[src/rtl/sensor_timing_ctrl_if.sv]
// Configuration port of the frame-timing sequencer: valid/ready geometry word
// plus the one-cycle reject pulse.
interface sensor_timing_ctrl_if #(
  parameter int H_W   = 16,
  parameter int V_W   = 13,
  parameter int FRM_W = 8
);
  logic             cfg_valid;
  logic             cfg_ready;
  logic [H_W-1:0]   cfg_h_total;
  logic [V_W-1:0]   cfg_v_total;
  logic [H_W-1:0]   cfg_h_porch;
  logic [V_W-1:0]   cfg_v_porch;
  logic [FRM_W-1:0] cfg_frames;
  logic             cfg_err;

  modport master (
    output cfg_valid, cfg_h_total, cfg_v_total, cfg_h_porch, cfg_v_porch, cfg_frames,
    input  cfg_ready, cfg_err
  );

  modport slave (
    input  cfg_valid, cfg_h_total, cfg_v_total, cfg_h_porch, cfg_v_porch, cfg_frames,
    output cfg_ready, cfg_err
  );
endinterface

[src/rtl/sensor_timing_ctrl.sv]
// Programmable frame-timing sequencer: owns the pixel/line counters and drives
// HD/VD from a run-time geometry that only changes at frame boundaries.
module sensor_timing_ctrl #(
  parameter int H_W   = 16,
  parameter int V_W   = 13,
  parameter int FRM_W = 8
) (
  input  logic                 clk,
  input  logic                 rst_n,
  sensor_timing_ctrl_if.slave  cfg,
  input  logic                 start,
  input  logic                 stop,
  output logic                 busy,
  output logic [H_W-1:0]       hcnt,
  output logic [V_W-1:0]       vcnt,
  output logic                 hd,
  output logic                 vd,
  output logic                 line_start,
  output logic                 frame_done
);

  typedef enum logic [1:0] {IDLE, ARM, RUN} state_t;

  typedef struct packed {
    logic [H_W-1:0] ht;
    logic [H_W-1:0] hp;
    logic [V_W-1:0] vt;
    logic [V_W-1:0] vp;
  } geom_t;

  state_t           state, state_nxt;
  geom_t            act, act_nxt, shd, shd_nxt, word;
  logic [FRM_W-1:0] frames, frames_nxt, shd_frames, shd_frames_nxt;
  logic [FRM_W-1:0] frm_cnt, frm_cnt_nxt;
  logic             shd_pend, shd_pend_nxt, stop_pend, stop_pend_nxt;
  logic [H_W-1:0]   hcnt_nxt;
  logic [V_W-1:0]   vcnt_nxt;
  logic             hs, word_ok, line_end, boundary, last_frame, run_nxt;
  logic             hd_nxt, vd_nxt, ls_nxt, fd_nxt, err_nxt;

  function automatic logic legal(geom_t g);
    return (g.ht >= H_W'(2)) && (g.vt >= V_W'(1)) && (g.hp < g.ht) && (g.vp < g.vt);
  endfunction

  assign word = '{ht: cfg.cfg_h_total, hp: cfg.cfg_h_porch,
                  vt: cfg.cfg_v_total, vp: cfg.cfg_v_porch};
  assign word_ok       = legal(word);
  assign cfg.cfg_ready = !shd_pend;
  assign hs            = cfg.cfg_valid && !shd_pend;
  assign busy          = (state != IDLE);

  assign line_end   = (hcnt == act.ht - H_W'(1));
  assign boundary   = (state == RUN) && line_end && (vcnt == act.vt - V_W'(1));
  assign last_frame = (frames != '0) && (FRM_W'(frm_cnt + FRM_W'(1)) == frames);

  always_comb begin
    state_nxt      = state;
    act_nxt        = act;
    frames_nxt     = frames;
    shd_nxt        = shd;
    shd_frames_nxt = shd_frames;
    shd_pend_nxt   = shd_pend;
    stop_pend_nxt  = stop_pend;
    frm_cnt_nxt    = frm_cnt;
    hcnt_nxt       = '0;
    vcnt_nxt       = '0;
    err_nxt        = hs && !word_ok;

    // Accepted words go straight to active when idle, else park in the shadow.
    if (hs && word_ok) begin
      if (state == IDLE) begin
        act_nxt    = word;
        frames_nxt = cfg.cfg_frames;
      end else begin
        shd_nxt        = word;
        shd_frames_nxt = cfg.cfg_frames;
        shd_pend_nxt   = 1'b1;
      end
    end
    if (state == IDLE && shd_pend) begin
      act_nxt      = shd;
      frames_nxt   = shd_frames;
      shd_pend_nxt = 1'b0;
    end

    case (state)
      IDLE: begin
        if (start && !stop && legal(act)) begin
          state_nxt     = ARM;
          frm_cnt_nxt   = '0;
          stop_pend_nxt = 1'b0;
        end
      end
      ARM: state_nxt = stop ? IDLE : RUN;
      RUN: begin
        if (stop) stop_pend_nxt = 1'b1;
        if (boundary) begin
          frm_cnt_nxt = frm_cnt + FRM_W'(1);
          // Only geometry swaps mid-run; the frame count stays as started.
          if (shd_pend) begin
            act_nxt      = shd;
            shd_pend_nxt = 1'b0;
          end
          if (stop_pend || stop || last_frame) begin
            state_nxt     = IDLE;
            stop_pend_nxt = 1'b0;
          end
        end else if (line_end) begin
          vcnt_nxt = vcnt + V_W'(1);
        end else begin
          hcnt_nxt = hcnt + H_W'(1);
          vcnt_nxt = vcnt;
        end
      end
      default: state_nxt = IDLE;
    endcase

    // Strobes are registered from next-cycle counters so they line up with hcnt/vcnt.
    run_nxt = (state_nxt == RUN);
    hd_nxt  = run_nxt && (hcnt_nxt > act_nxt.hp);
    vd_nxt  = run_nxt && (vcnt_nxt > act_nxt.vp);
    ls_nxt  = run_nxt && (hcnt_nxt == '0);
    fd_nxt  = run_nxt && (hcnt_nxt == act_nxt.ht - H_W'(1))
                      && (vcnt_nxt == act_nxt.vt - V_W'(1));
  end

  always_ff @(posedge clk) begin
    if (!rst_n) begin
      state       <= IDLE;
      act         <= '{ht: H_W'(64), hp: H_W'(6), vt: V_W'(32), vp: '0};
      frames      <= '0;
      shd         <= '0;
      shd_frames  <= '0;
      shd_pend    <= 1'b0;
      stop_pend   <= 1'b0;
      frm_cnt     <= '0;
      hcnt        <= '0;
      vcnt        <= '0;
      hd          <= 1'b0;
      vd          <= 1'b0;
      line_start  <= 1'b0;
      frame_done  <= 1'b0;
      cfg.cfg_err <= 1'b0;
    end else begin
      state       <= state_nxt;
      act         <= act_nxt;
      frames      <= frames_nxt;
      shd         <= shd_nxt;
      shd_frames  <= shd_frames_nxt;
      shd_pend    <= shd_pend_nxt;
      stop_pend   <= stop_pend_nxt;
      frm_cnt     <= frm_cnt_nxt;
      hcnt        <= hcnt_nxt;
      vcnt        <= vcnt_nxt;
      hd          <= hd_nxt;
      vd          <= vd_nxt;
      line_start  <= ls_nxt;
      frame_done  <= fd_nxt;
      cfg.cfg_err <= err_nxt;
    end
  end

endmodule

[src/flat_wrapper.sv]
// flat-port wrapper written by rule: the top's interface ports become plain ports
module sensor_timing_ctrl_flat 
#(
  parameter int H_W   = 16,
  parameter int V_W   = 13,
  parameter int FRM_W = 8
)
  (clk, rst_n, start, stop, busy, hcnt, vcnt, hd, vd, line_start, frame_done, cfg_cfg_valid, cfg_cfg_h_total, cfg_cfg_v_total, cfg_cfg_h_porch, cfg_cfg_v_porch, cfg_cfg_frames, cfg_cfg_ready, cfg_cfg_err);
  sensor_timing_ctrl_if #(.H_W(H_W), .V_W(V_W), .FRM_W(FRM_W)) cfg_i ();
  input  logic clk;
  input  logic rst_n;
  input  logic start;
  input  logic stop;
  output logic busy;
  output logic [H_W-1:0] hcnt;
  output logic [V_W-1:0] vcnt;
  output logic hd;
  output logic vd;
  output logic line_start;
  output logic frame_done;
  input wire logic [$bits(cfg_i.cfg_valid)-1:0] cfg_cfg_valid;
  input wire logic [$bits(cfg_i.cfg_h_total)-1:0] cfg_cfg_h_total;
  input wire logic [$bits(cfg_i.cfg_v_total)-1:0] cfg_cfg_v_total;
  input wire logic [$bits(cfg_i.cfg_h_porch)-1:0] cfg_cfg_h_porch;
  input wire logic [$bits(cfg_i.cfg_v_porch)-1:0] cfg_cfg_v_porch;
  input wire logic [$bits(cfg_i.cfg_frames)-1:0] cfg_cfg_frames;
  output wire logic [$bits(cfg_i.cfg_ready)-1:0] cfg_cfg_ready;
  output wire logic [$bits(cfg_i.cfg_err)-1:0] cfg_cfg_err;
  assign cfg_i.cfg_valid = cfg_cfg_valid;
  assign cfg_i.cfg_h_total = cfg_cfg_h_total;
  assign cfg_i.cfg_v_total = cfg_cfg_v_total;
  assign cfg_i.cfg_h_porch = cfg_cfg_h_porch;
  assign cfg_i.cfg_v_porch = cfg_cfg_v_porch;
  assign cfg_i.cfg_frames = cfg_cfg_frames;
  assign cfg_cfg_ready = cfg_i.cfg_ready;
  assign cfg_cfg_err = cfg_i.cfg_err;
  sensor_timing_ctrl #(.H_W(H_W), .V_W(V_W), .FRM_W(FRM_W)) u_core (.clk(clk), .rst_n(rst_n), .cfg(cfg_i), .start(start), .stop(stop), .busy(busy), .hcnt(hcnt), .vcnt(vcnt), .hd(hd), .vd(vd), .line_start(line_start), .frame_done(frame_done));
endmodule
[config.mk]
export PLATFORM = sky130hd
export DESIGN_NAME = sensor_timing_ctrl_flat
export DESIGN_NICKNAME = d
export VERILOG_FILES = /design/src/rtl/sensor_timing_ctrl_if.sv /design/src/rtl/sensor_timing_ctrl.sv /design/src/flat_wrapper.sv
export SDC_FILE = /design/constraint.sdc
export NUM_CORES = 1
export LEC_CHECK = 0
export CELL_PAD_IN_SITES_DETAIL_PLACEMENT = 0
export CELL_PAD_IN_SITES_GLOBAL_PLACEMENT = 1
export CORE_MARGIN = 5
export CORE_UTILIZATION = 47
export CTS_CLUSTER_SIZE = 28
export DETAILED_ROUTE_END_ITERATION = 10
export GPL_ROUTABILITY_DRIVEN = 0
export PLACE_DENSITY = 0.93
export SYNTH_ARGS = -nofsm -noshare
export SYNTH_HDL_FRONTEND = slang
export SYNTH_SLANG_ARGS = --single-unit
export TNS_END_PERCENT = 10
[constraint.sdc]
create_clock -name clk -period 14.05 [get_ports clk]
set_input_delay 1.405 -clock clk [delete_from_list [all_inputs] [get_ports clk]]
set_output_delay 1.405 -clock clk [all_outputs]
set_load 0.02 [all_outputs]
==> impl_results.md <==
* DRC Markers at 0
* Pleak at 5.443 nW
* Worst vdd ir at 76.90 uV
* Post-synth top area cell: dfxtp_1
* Vias at 11940
* Global-route wire length before repair at 61.59 mm
* Util after Layout at 55.16%
* Fin Setup TNS at 0 ns
* Dpl cells at 1955
* Post-synth EDFFs at 0
* Hold_ws at 0.4539 ns
* CP max stage delay at 0.58 ns
* Most used cell, CP: o21a_1
* Die area at 29180 um^2
* Via density at 6.011
* Status: complete, no violations
* Post-DP HPWL at 30.96 mm
* I/O Buffers at 106
* Layout filler cell count at 2406
* Slew HR at 34.61%
* CTS Buf Count at 17
* CTS H-tree lvls at 4
* CP cell instances: inv_1 > ha_1 > or3b_2 > nor3_2 > mux2_2 > a31oi_2 > and4b_1 > a31oi_4 > buf_4 > buf_4 > o21ai_0 > ha_1 > nor2b_1 > o21a_1 > o21a_1 > o21a_1 > o21a_1 > o21a_1 > o21a_1 > o21a_1 > o21a_1 > o21a_1 > o211ai_1 > a211oi_1
* Gr usage total at 27.03%
* Hold Path Cell Cnt at 2
* Antenna violations before repair at 0
* Crit path kind: register to register
* Initial core utilization at 47.99%
* Cell area after layout at 13970 um^2
* Worst-Skew Late Latency at 0.44 ns
* Clock transition at the registers of the reported paths at 0.07 ns
* Top Ports at 107
* Die height at 170.8 um
* Sequential share of the synthesized area at 29.32%
* Prevailing post-synth register cell: dfxtp_1
* Count leader, synth: nand2_1
* RSZ-0062 raised after global routing: no
* Die width at 170.8 um
* Postcts setup bufs at 0
* Drt wl/cell at 20.36 um
* Antenna diodes at 0
* Top cell family by delay on the critical path: compound AO/OA/AOI/OAI gates
* Final WL at 40.46 mm
* Total gr overflow at 0
* Final hold vios at 0
* Post-CTS sizing at 0
* Min setup slack post-route at 7.348 ns
* Largest net degree at the start of global routing at 81
* Clock root cell: clkbuf_16
* Synth cell types at 84
* Syn nets at 1755
* Nets at 1807
* Yosys reg bits at 178
* Largest cells by area after synthesis: dfxtp_1 (29%), ha_1 (9.5%), nand2_1 (8.1%)
* CTS Buffer Depth at 2
* CP Max Fanout at 71
* Mean post-synth cell area at 7.635 um^2
* Hold Path Class: register to register
* CP max stage cell: and4b_1
* Worst Max-Slew Pin Slew at 0.9785 ns
* Post-synthesis cell count at 1592
* Total power at 1.492 mW
* Most frequent cells after synthesis: nand2_1 (261), dfxtp_1 (178), a21oi_1 (123)
* DRT Pass-1 Iters at 7
* Vias in the first global route at 10710
* WP buf/inv at 3
* Top-area cell type share of the netlist area at 29.32%
* Post-route ant nets at 0
* Clock skew at 0.008435 ns
* Final instance count without filler cells at 1987
* Arr. time, crit path at 7.02 ns
* Final min period at 6.702 ns
* Hold_buf cts at 0
* CTS tree: built
* DR iter-0 viols at 1459
* MaxCap Viol Count at 0
* Critical path required time at 14.36 ns
* Setup crit end kind: register
* Cell area after synthesis at 12160 um^2
* FF-to-FF path depth at 24
* Crit start category: register
* Final period util at 47.70%
* Core region area at 25330 um^2
* Slew Limit Fails at 0
* Peak Freq at 0.1492 GHz
* Power Dens Cells at 106.8 nW/um^2
* Area growth, synth to finish at 14.92%
* Yosys Warn Count at 0
* Final-report setup violation count at 0
* Async set-reset flop share out of synthesis at 0%
* WP depth at 24
* Pre-CTS setup slack at 7.176 ns
* Layout cell share with drive strength beyond 1 at 5.130%
* CTS sink count at 178
* Placed cell area at 13380 um^2
* Cell Rows at 58
## flip-flops by register name, indices dropped and copies added (netlist names)
register / count
u_core.shd_pend: 1
u_core.vd: 1
u_core.hd: 1
u_core.line_start: 1
u_core.act: 58
u_core.stop_pend: 1
u_core.shd: 58
u_core.frame_done: 1
u_core.hcnt: 16
u_core.cfg.cfg_err: 1
u_core.state: 2
u_core.frm_cnt: 8
u_core.shd_frames: 8
u_core.vcnt: 13
u_core.frames: 8
## layer usage
metal  wire length (um)  GRT usage [%]  vias to the layer above
met4               1041          7.751                        0
met5                  0              0                        -
met2              15950          37.09                      612
met1              19090          41.92                     5541
li1                   -              -                     5728
met3               4374          6.030                       63
## cell usage in the layout, fill, tap and decap left out, types with 11 or more instances in the layout
| master | n |
|---|---|
| buf_4 | 14 |
| and2_1 | 18 |
| nor4_1 | 26 |
| a211oi_1 | 15 |
| nand4_1 | 28 |
| o211ai_1 | 22 |
| or3_1 | 16 |
| dfxtp_1 | 178 |
| nor2b_1 | 14 |
| ha_1 | 92 |
| mux2i_1 | 22 |
| clkbuf_16 | 17 |
| a31oi_1 | 13 |
| nand2_1 | 260 |
| nor3_1 | 55 |
| o21a_1 | 11 |
| nor2_1 | 119 |
| nand3_1 | 55 |
| xor2_1 | 39 |
| and3_1 | 16 |
| nand2b_1 | 14 |
| a21o_1 | 19 |
| xnor2_1 | 66 |
| o21ai_0 | 86 |
| a21oi_1 | 123 |
| inv_1 | 69 |
| clkdlybuf4s50_1 | 106 |
## worst register-to-register path: stages, from the launching register on
cell	delay, ns
dfxtp_1	0.43
inv_1	0.24
ha_1	0.27
or3b_2	0.51
nor3_2	0.25
mux2_2	0.37
a31oi_2	0.36
and4b_1	0.58
a31oi_4	0.14
buf_4	0.34
buf_4	0.50
o21ai_0	0.41
ha_1	0.32
nor2b_1	0.14
o21a_1	0.16
o21a_1	0.16
o21a_1	0.16
o21a_1	0.16
o21a_1	0.16
o21a_1	0.17
o21a_1	0.16
o21a_1	0.16
o21a_1	0.16
o211ai_1	0.16
a211oi_1	0.10
## worst paths after layout
check / start / end / slack, ns
worst max-delay path: u_core.act[42]$_SDFF_PN0_ / u_core.vd$_SDFF_PN0_ / 7.35
worst min-delay path: u_core.shd[29]$_SDFFE_PN0P_ / u_core.shd[29]$_SDFFE_PN0P_ / 0.45
worst max register to register: u_core.act[42]$_SDFF_PN0_ / u_core.vd$_SDFF_PN0_ / 7.35
worst min register to register: u_core.shd[29]$_SDFFE_PN0P_ / u_core.shd[29]$_SDFFE_PN0P_ / 0.45
## kinds of logic after synthesis
kind of cell             count (synthesis)  share of synthesized area, %
flip-flops                             178                         29.32
AO/OA/AOI/OAI                          346                         17.59
multiplexers                            33                         2.954
adder cells (fa/ha/maj)                 92                         9.470
XOR/XNOR                               107                         7.946
buffers and inverters                  157                         5.270
AND/OR/NAND/NOR                        679                         27.45
## cell type report
class	instances	area, um^2	area share, %
Tap cell	330	412.9	2.956
Timing Repair Buffer	120	1166	8.348
Inverter	70	265.3	1.899
Multi-Input combinational cell	1257	7974	57.08
Clock buffer	21	460.4	3.296
Sequential cell	178	3563	25.51
Clock inverter	11	127.6	0.9136
## report_power, final
| group | total, mW | switching (mW) | leakage [nW] | internal, mW |
|---|---|---|---|---|
| clock network | 0.489 | 0.216 | 0.280 | 0.273 |
| logic | 0.443 | 0.259 | 3.72 | 0.184 |
| registers | 0.560 | 0.0327 | 1.44 | 0.527 |
| total | 1.49 | 0.507 | 5.44 | 0.985 |
Note: power is estimated with default switching activity, not from simulation.
